## src/rtl/poly_note_player.sv

```systemverilog
// Polyphonic note player: per-voice phase accumulators with beat-timed note
// lengths, mixed into one signed sample by a voice-serial accumulator FSM.
module poly_note_player #(
  parameter int VOICES   = 4,
  parameter int PHASE_W  = 20,
  parameter int DUR_W    = 6,
  parameter int SAMPLE_W = 16
) (
  input  logic                        clk,
  input  logic                        reset,
  input  logic                        play_enable,
  input  logic                        load_new_note,
  input  logic [$clog2(VOICES)-1:0]   load_voice,
  input  logic [PHASE_W-1:0]          step_to_load,
  input  logic [DUR_W-1:0]            duration_to_load,
  input  logic [1:0]                  wave_to_load,
  input  logic                        beat,
  input  logic                        generate_next_sample,
  output logic [VOICES-1:0]           voice_busy,
  output logic [VOICES-1:0]           done_with_note,
  output logic signed [SAMPLE_W-1:0]  sample_out,
  output logic                        new_sample_ready
);

  localparam int IDX_W = $clog2(VOICES);
  localparam int ACC_W = SAMPLE_W + IDX_W;
  localparam logic signed [SAMPLE_W-1:0] SQ_MAX = {1'b0, {(SAMPLE_W-1){1'b1}}};

  typedef enum logic [1:0] {IDLE, ACCUM, OUT} state_t;

  state_t                    state_q, state_d;
  logic [IDX_W-1:0]          idx_q, idx_d;
  logic signed [ACC_W-1:0]   acc_q, acc_d;
  logic [SAMPLE_W-1:0]       sample_q, sample_d;
  logic                      nsr_q, nsr_d;
  logic [VOICES-1:0]         done_q, done_d;
  logic [VOICES-1:0]         active_q, active_d;
  logic [PHASE_W-1:0]        phase_q [VOICES];
  logic [PHASE_W-1:0]        phase_d [VOICES];
  logic [PHASE_W-1:0]        step_q [VOICES];
  logic [PHASE_W-1:0]        step_d [VOICES];
  logic [DUR_W-1:0]          remaining_q [VOICES];
  logic [DUR_W-1:0]          remaining_d [VOICES];
  logic [1:0]                wave_q [VOICES];
  logic [1:0]                wave_d [VOICES];

  logic [SAMPLE_W-1:0]       p;
  logic [SAMPLE_W-2:0]       tri_t;
  logic signed [SAMPLE_W-1:0] contrib;
  logic                      visiting;

  assign visiting = (state_q == ACCUM) && play_enable;

  // Waveform value of the voice currently being visited, taken from its pre-advance phase
  always_comb begin
    p       = phase_q[idx_q][PHASE_W-1 -: SAMPLE_W];
    tri_t   = p[SAMPLE_W-1] ? ~p[SAMPLE_W-2:0] : p[SAMPLE_W-2:0];
    contrib = '0;
    case (wave_q[idx_q])
      2'b00:   contrib = p[SAMPLE_W-1] ? -SQ_MAX : SQ_MAX;
      2'b01:   contrib = {~p[SAMPLE_W-1], p[SAMPLE_W-2:0]};
      2'b10:   contrib = {~tri_t[SAMPLE_W-2], tri_t[SAMPLE_W-3:0], 1'b0};
      default: contrib = '0;
    endcase
    if (!active_q[idx_q] || (step_q[idx_q] == '0))
      contrib = '0;
  end

  // Voice state: phase advance, then beat countdown, then load (load has final say)
  always_comb begin
    phase_d     = phase_q;
    step_d      = step_q;
    remaining_d = remaining_q;
    wave_d      = wave_q;
    active_d    = active_q;
    done_d      = '0;

    if (visiting && active_q[idx_q])
      phase_d[idx_q] = phase_q[idx_q] + step_q[idx_q];

    if (beat && play_enable) begin
      for (int v = 0; v < VOICES; v++) begin
        if (active_q[v]) begin
          remaining_d[v] = remaining_q[v] - DUR_W'(1);
          if (remaining_q[v] == DUR_W'(1)) begin
            active_d[v] = 1'b0;
            done_d[v]   = 1'b1;
          end
        end
      end
    end

    if (load_new_note) begin
      phase_d[load_voice]     = '0;
      step_d[load_voice]      = step_to_load;
      wave_d[load_voice]      = wave_to_load;
      remaining_d[load_voice] = duration_to_load;
      active_d[load_voice]    = (duration_to_load != '0);
      done_d[load_voice]      = 1'b0;
    end
  end

  always_comb begin
    state_d  = state_q;
    idx_d    = idx_q;
    acc_d    = acc_q;
    sample_d = sample_q;
    nsr_d    = 1'b0;
    case (state_q)
      IDLE: begin
        if (generate_next_sample && play_enable) begin
          state_d = ACCUM;
          idx_d   = '0;
          acc_d   = '0;
        end
      end
      ACCUM: begin
        if (play_enable) begin
          acc_d = acc_q + {{IDX_W{contrib[SAMPLE_W-1]}}, contrib};
          if (idx_q == IDX_W'(VOICES - 1))
            state_d = OUT;
          else
            idx_d = idx_q + IDX_W'(1);
        end
      end
      OUT: begin
        sample_d = SAMPLE_W'(acc_q >>> IDX_W);
        nsr_d    = 1'b1;
        state_d  = IDLE;
      end
      default: state_d = IDLE;
    endcase
  end

  always_ff @(posedge clk or posedge reset) begin
    if (reset) begin
      state_q  <= IDLE;
      idx_q    <= '0;
      acc_q    <= '0;
      sample_q <= '0;
      nsr_q    <= 1'b0;
      done_q   <= '0;
      active_q <= '0;
      for (int v = 0; v < VOICES; v++) begin
        phase_q[v]     <= '0;
        step_q[v]      <= '0;
        remaining_q[v] <= '0;
        wave_q[v]      <= '0;
      end
    end else begin
      state_q     <= state_d;
      idx_q       <= idx_d;
      acc_q       <= acc_d;
      sample_q    <= sample_d;
      nsr_q       <= nsr_d;
      done_q      <= done_d;
      active_q    <= active_d;
      phase_q     <= phase_d;
      step_q      <= step_d;
      remaining_q <= remaining_d;
      wave_q      <= wave_d;
    end
  end

  assign voice_busy       = active_q;
  assign done_with_note   = done_q;
  assign sample_out       = sample_q;
  assign new_sample_ready = nsr_q;

endmodule

```

## config.mk

```make
export PLATFORM = sky130hd
export DESIGN_NAME = poly_note_player
export DESIGN_NICKNAME = d
export VERILOG_FILES = /design/src/rtl/poly_note_player.sv
export SDC_FILE = /design/constraint.sdc
export NUM_CORES = 1
export LEC_CHECK = 0
export ABC_AREA = 1
export BUFFER_PORTS_ARGS = -buffer_cell sky130_fd_sc_hd__buf_4
export CAP_MARGIN = 25
export CORE_MARGIN = 2
export CORE_UTILIZATION = 30
export CTS_CLUSTER_SIZE = 24
export DETAILED_ROUTE_END_ITERATION = 6
export PLACE_DENSITY = 0.48
export REMOVE_ABC_BUFFERS = 1
export SLEW_MARGIN = 25
export SYNTH_ARGS = -nofsm -noshare
export SYNTH_HDL_FRONTEND = slang
export SYNTH_SLANG_ARGS = --single-unit
export TNS_END_PERCENT = 100
```

## constraint.sdc

```tcl
create_clock -name clk -period 17.2 [get_ports clk]
set_input_delay 0 -clock clk [delete_from_list [all_inputs] [get_ports clk]]
set_output_delay 0 -clock clk [all_outputs]
set_load 0.05 [all_outputs]
```

==> flow_summary_export.csv <==
group,metric,value,unit
place,post-place-ws,12.57,ns
drt,drc,0,
cts,clkSlewWorstSetupHoldPaths,0.06,ns
synthesis,synth_warnings,0,
place,port_buffers,60,
worst_setup_path,endpoint_kind,"flop",
synthesis,synth_edf_count,0,
cts,post-cts-setup-buffer-count,0,
power,p_comb_frac,0.526,
power,seqPwrFrac,0.261,
floorplan,dieArea,0.04760,mm^2
drt,drt-total-wl,40440,um
drt,vias_per_cell,4.807,
worst_setup_path,crit_required,17.65,ns
drt,drt-initial-drc-count,922,
cts,cts_buffers,30,
worst_hold_path,hold_path_class,"in2reg",
floorplan,start_util,0.3039,
cts,clock_tree.root_cell,"clkbuf_16",
sta,hold_viol,0,
place,routabilityCongestion,0.8323,
synthesis,synth-main-ff-cell,"dfrtp_1",
cts,cts.sinks,239,
sta,slew_viol_final,0,
sta,worst_slew_pin_slew,0.8965,ns
floorplan,die_y,218.2,um
floorplan,core-area,0.04528,mm^2
power,p_leak,8.017,nW
run_status,status,"finished, final reports clean",
worst_setup_path,arrival,5.16,ns
global_route,grt_max_degree,107,
final_layout,fin_nets,1959,
cts,cts_max_path_buffers,3,
synthesis,synth_cells,1816,
place,hpwl,26290,um
sta,setup_viol,0,
synthesis,ys_seq_elements,239,
global_route,antenna_found_initial,0,
power,clkPwrFrac,0.214,
synthesis,synth.largest_area_cell,"dfrtp_1",
sta,period_minus_slack,4.709,ns
sta,rsz0062_at_grt,"no",
sta,fin_ws,12.49,ns
global_route,grt_pass1_wl,65590,um
floorplan,boundaryPins,61,
power,switching_share,0.4774,
synthesis,synth_top_area_frac,0.4346,
sta,skew,0.02420,ns
global_route,grt_overflow,0,
drt,drtPass1Iterations,5,
final_layout,drive_above_1_share,0.09489,
global_route,track_usage,0.1722,
cts,h-tree-depth,1,
power,power_density,192.7,mW/mm^2
power,peakVddDrop,87.31,uV
synthesis,netlist-cell-type-count,56,
sta,fin_crit_sh,0.2738,
cts,tritoncts,"done",
worst_setup_path,crit_path_start_kind,"flop",
drt,antenna_left,0,
sta,fmax,212.3,MHz
floorplan,die_width,218.2,um
power,power_switching,1.470,mW
worst_setup_path,cp_max_fo,49,
drt,routedWlPerCell,16.19,um
place,dp.cells,2407,
sta,max-slew-margin-rel,0.4023,
global_route,grt_pass1_vias,11770,
final_layout,instances_no_fill,2498,
sta,fin_setup_tns,0,ns
synthesis,synth.most_common_cell,"nand2_1",
synthesis,synth_area_leaders,"dfrtp_1 (43%), nand2_1 (12%), o21ai_0 (7.6%), inv_1 (5.5%), nor2_1 (5.1%)",
floorplan,num_rows,78,
synthesis,yosysSeqAreaShare,0.4346,
drt,vias,12010,
cts,clk_latency,0.58,ns
synthesis,ys_async_sr_fraction,1.000,
synthesis,syn_area_per_cell,7.578,um^2
power,internal_power,1.609,mW
worst_setup_path,path_class,"reg2reg",
run,cap_violations,0,
synthesis,synthesis.area,0.01376,mm^2
synthesis,synth_common_cells,"nand2_1 (429), dfrtp_1 (239), o21ai_0 (209)",
sta,holdWs,0.08623,ns
final_layout,area_growth,16.12,%
stage by stage:
stage / power (mW) / util / area (um^2)
3_5_place_dp: 2.417 / 0.3225 / 14600
3_3_place_gp: 2.406 / 0.3225 / 14600
2_1_floorplan: 1.950 / - / 13300
5_1_grt: 3.348 / 0.3528 / 15980
6_report: 3.079 / 0.3529 / 15980
4_1_cts: 3.101 / 0.3528 / 15980
cells in the final DEF, fill, tap and decap left out, drive strengths merged, types with 5 or more instances in the layout:
master       count
or2              5
dlygate4sd3     34
buf             71
nand4           13
a21oi          108
a211oi           7
nand2          440
xor2            19
nor2           200
dfrtp          239
o22ai            9
a32o             9
o211ai          13
nor3            15
ha              48
a31oi            9
xnor2            6
a21o            10
clkbuf          47
nand3          122
o21ai          219
a32oi            5
clkinv           5
inv            216
cell type report:
cell class                      count  area (um^2)
Clock buffer                       47        894.6
Timing Repair Buffer              105        873.3
Clock inverter                      9        138.9
Fill cell                        4842        29300
Antenna cell                        1        2.502
Multi-Input combinational cell   1279         6505
Tap cell                          600        750.7
Inverter                          218        830.8
Sequential cell                   239         5984
path summary, 6_finish.rpt:
check / cells after the start / slack [ns] / start / end
min reg2reg: 2 / 0.47 / sample_out[12]$_DFFE_PP0P_ / sample_out[12]$_DFFE_PP0P_
min: 5 / 0.09 / load_new_note / remaining_q[2]$_DFF_PP0_
max in group asynchronous: 4 / 15.64 / reset / step_q[29]$_DFFE_PP0P_
min in group asynchronous: 3 / 0.11 / reset / remaining_q[16]$_DFF_PP0_
max: 18 / 12.49 / idx_q[0]$_DFFE_PP0P_ / acc_q[10]$_DFFE_PP0P_
max reg2reg: 18 / 12.49 / idx_q[0]$_DFFE_PP0P_ / acc_q[10]$_DFFE_PP0P_
timing repair:
| action | CTS | global route |
|---|---|---|
| hold buffers | 34 | 0 |
| resized for setup | 0 | 0 |
| hold endpoints to repair | 228 | 0 |
layer usage:
layer	up-vias	part of all wire	routed length (um)	GRT usage
li1	6039	-	-	-
met1	5684	0.48	19440	0.2398
met2	232	0.46	18560	0.2810
met3	53	0.041	1655	0.02283
met4	0	0.019	779	0.04422
met5	-	0	0	0
registers in the layout (all words and copies together) (netlist names):
signal	count
acc_q	18
done_with_note	4
idx_q	2
new_sample_ready	1
phase_q	80
remaining_q	24
sample_out	16
state_q	2
step_q	80
voice_busy	4
wave_q	8
cells by family (layout without fill, tap and decap cells):
logic type / Yosys count / after routing / synth area share
xor gates and xnor gates: 25 / 25 / 0.01591
adders and majority gates: 50 / 50 / 0.04655
other: 0 / 1 / 0
and+or+nand+nor: 801 / 801 / 0.2447
buffers and inverters: 298 / 379 / 0.09328
AOI/OAI and AO/OA: 403 / 403 / 0.1650
DFF: 239 / 239 / 0.4346
power by group through the flow:
stage	Clock (mW)	Sequential, mW	Combinational, mW
floorplan	0	0.858	1.09
global placement	0	0.810	1.60
detailed placement	0	0.812	1.61
CTS	0.677	0.803	1.62
global route	0.700	0.823	1.83
finish	0.658	0.803	1.62
critical path: stages (launching register included):
cell and delay [ns]:
dfrtp_4 0.71, inv_4 0.41, buf_4 0.57, nand2_1 0.10
a32oi_1 0.50, o21ai_0 0.19, nor2_1 0.16, ha_1 0.17
inv_1 0.08, fa_1 0.41, inv_1 0.07, nand3_1 0.06
nand3_1 0.15, a21oi_1 0.12, o21ai_0 0.29, a31oi_1 0.14
or2_2 0.29, nand3_1 0.07, nand2_1 0.05
(Power assumes the default switching activity.)
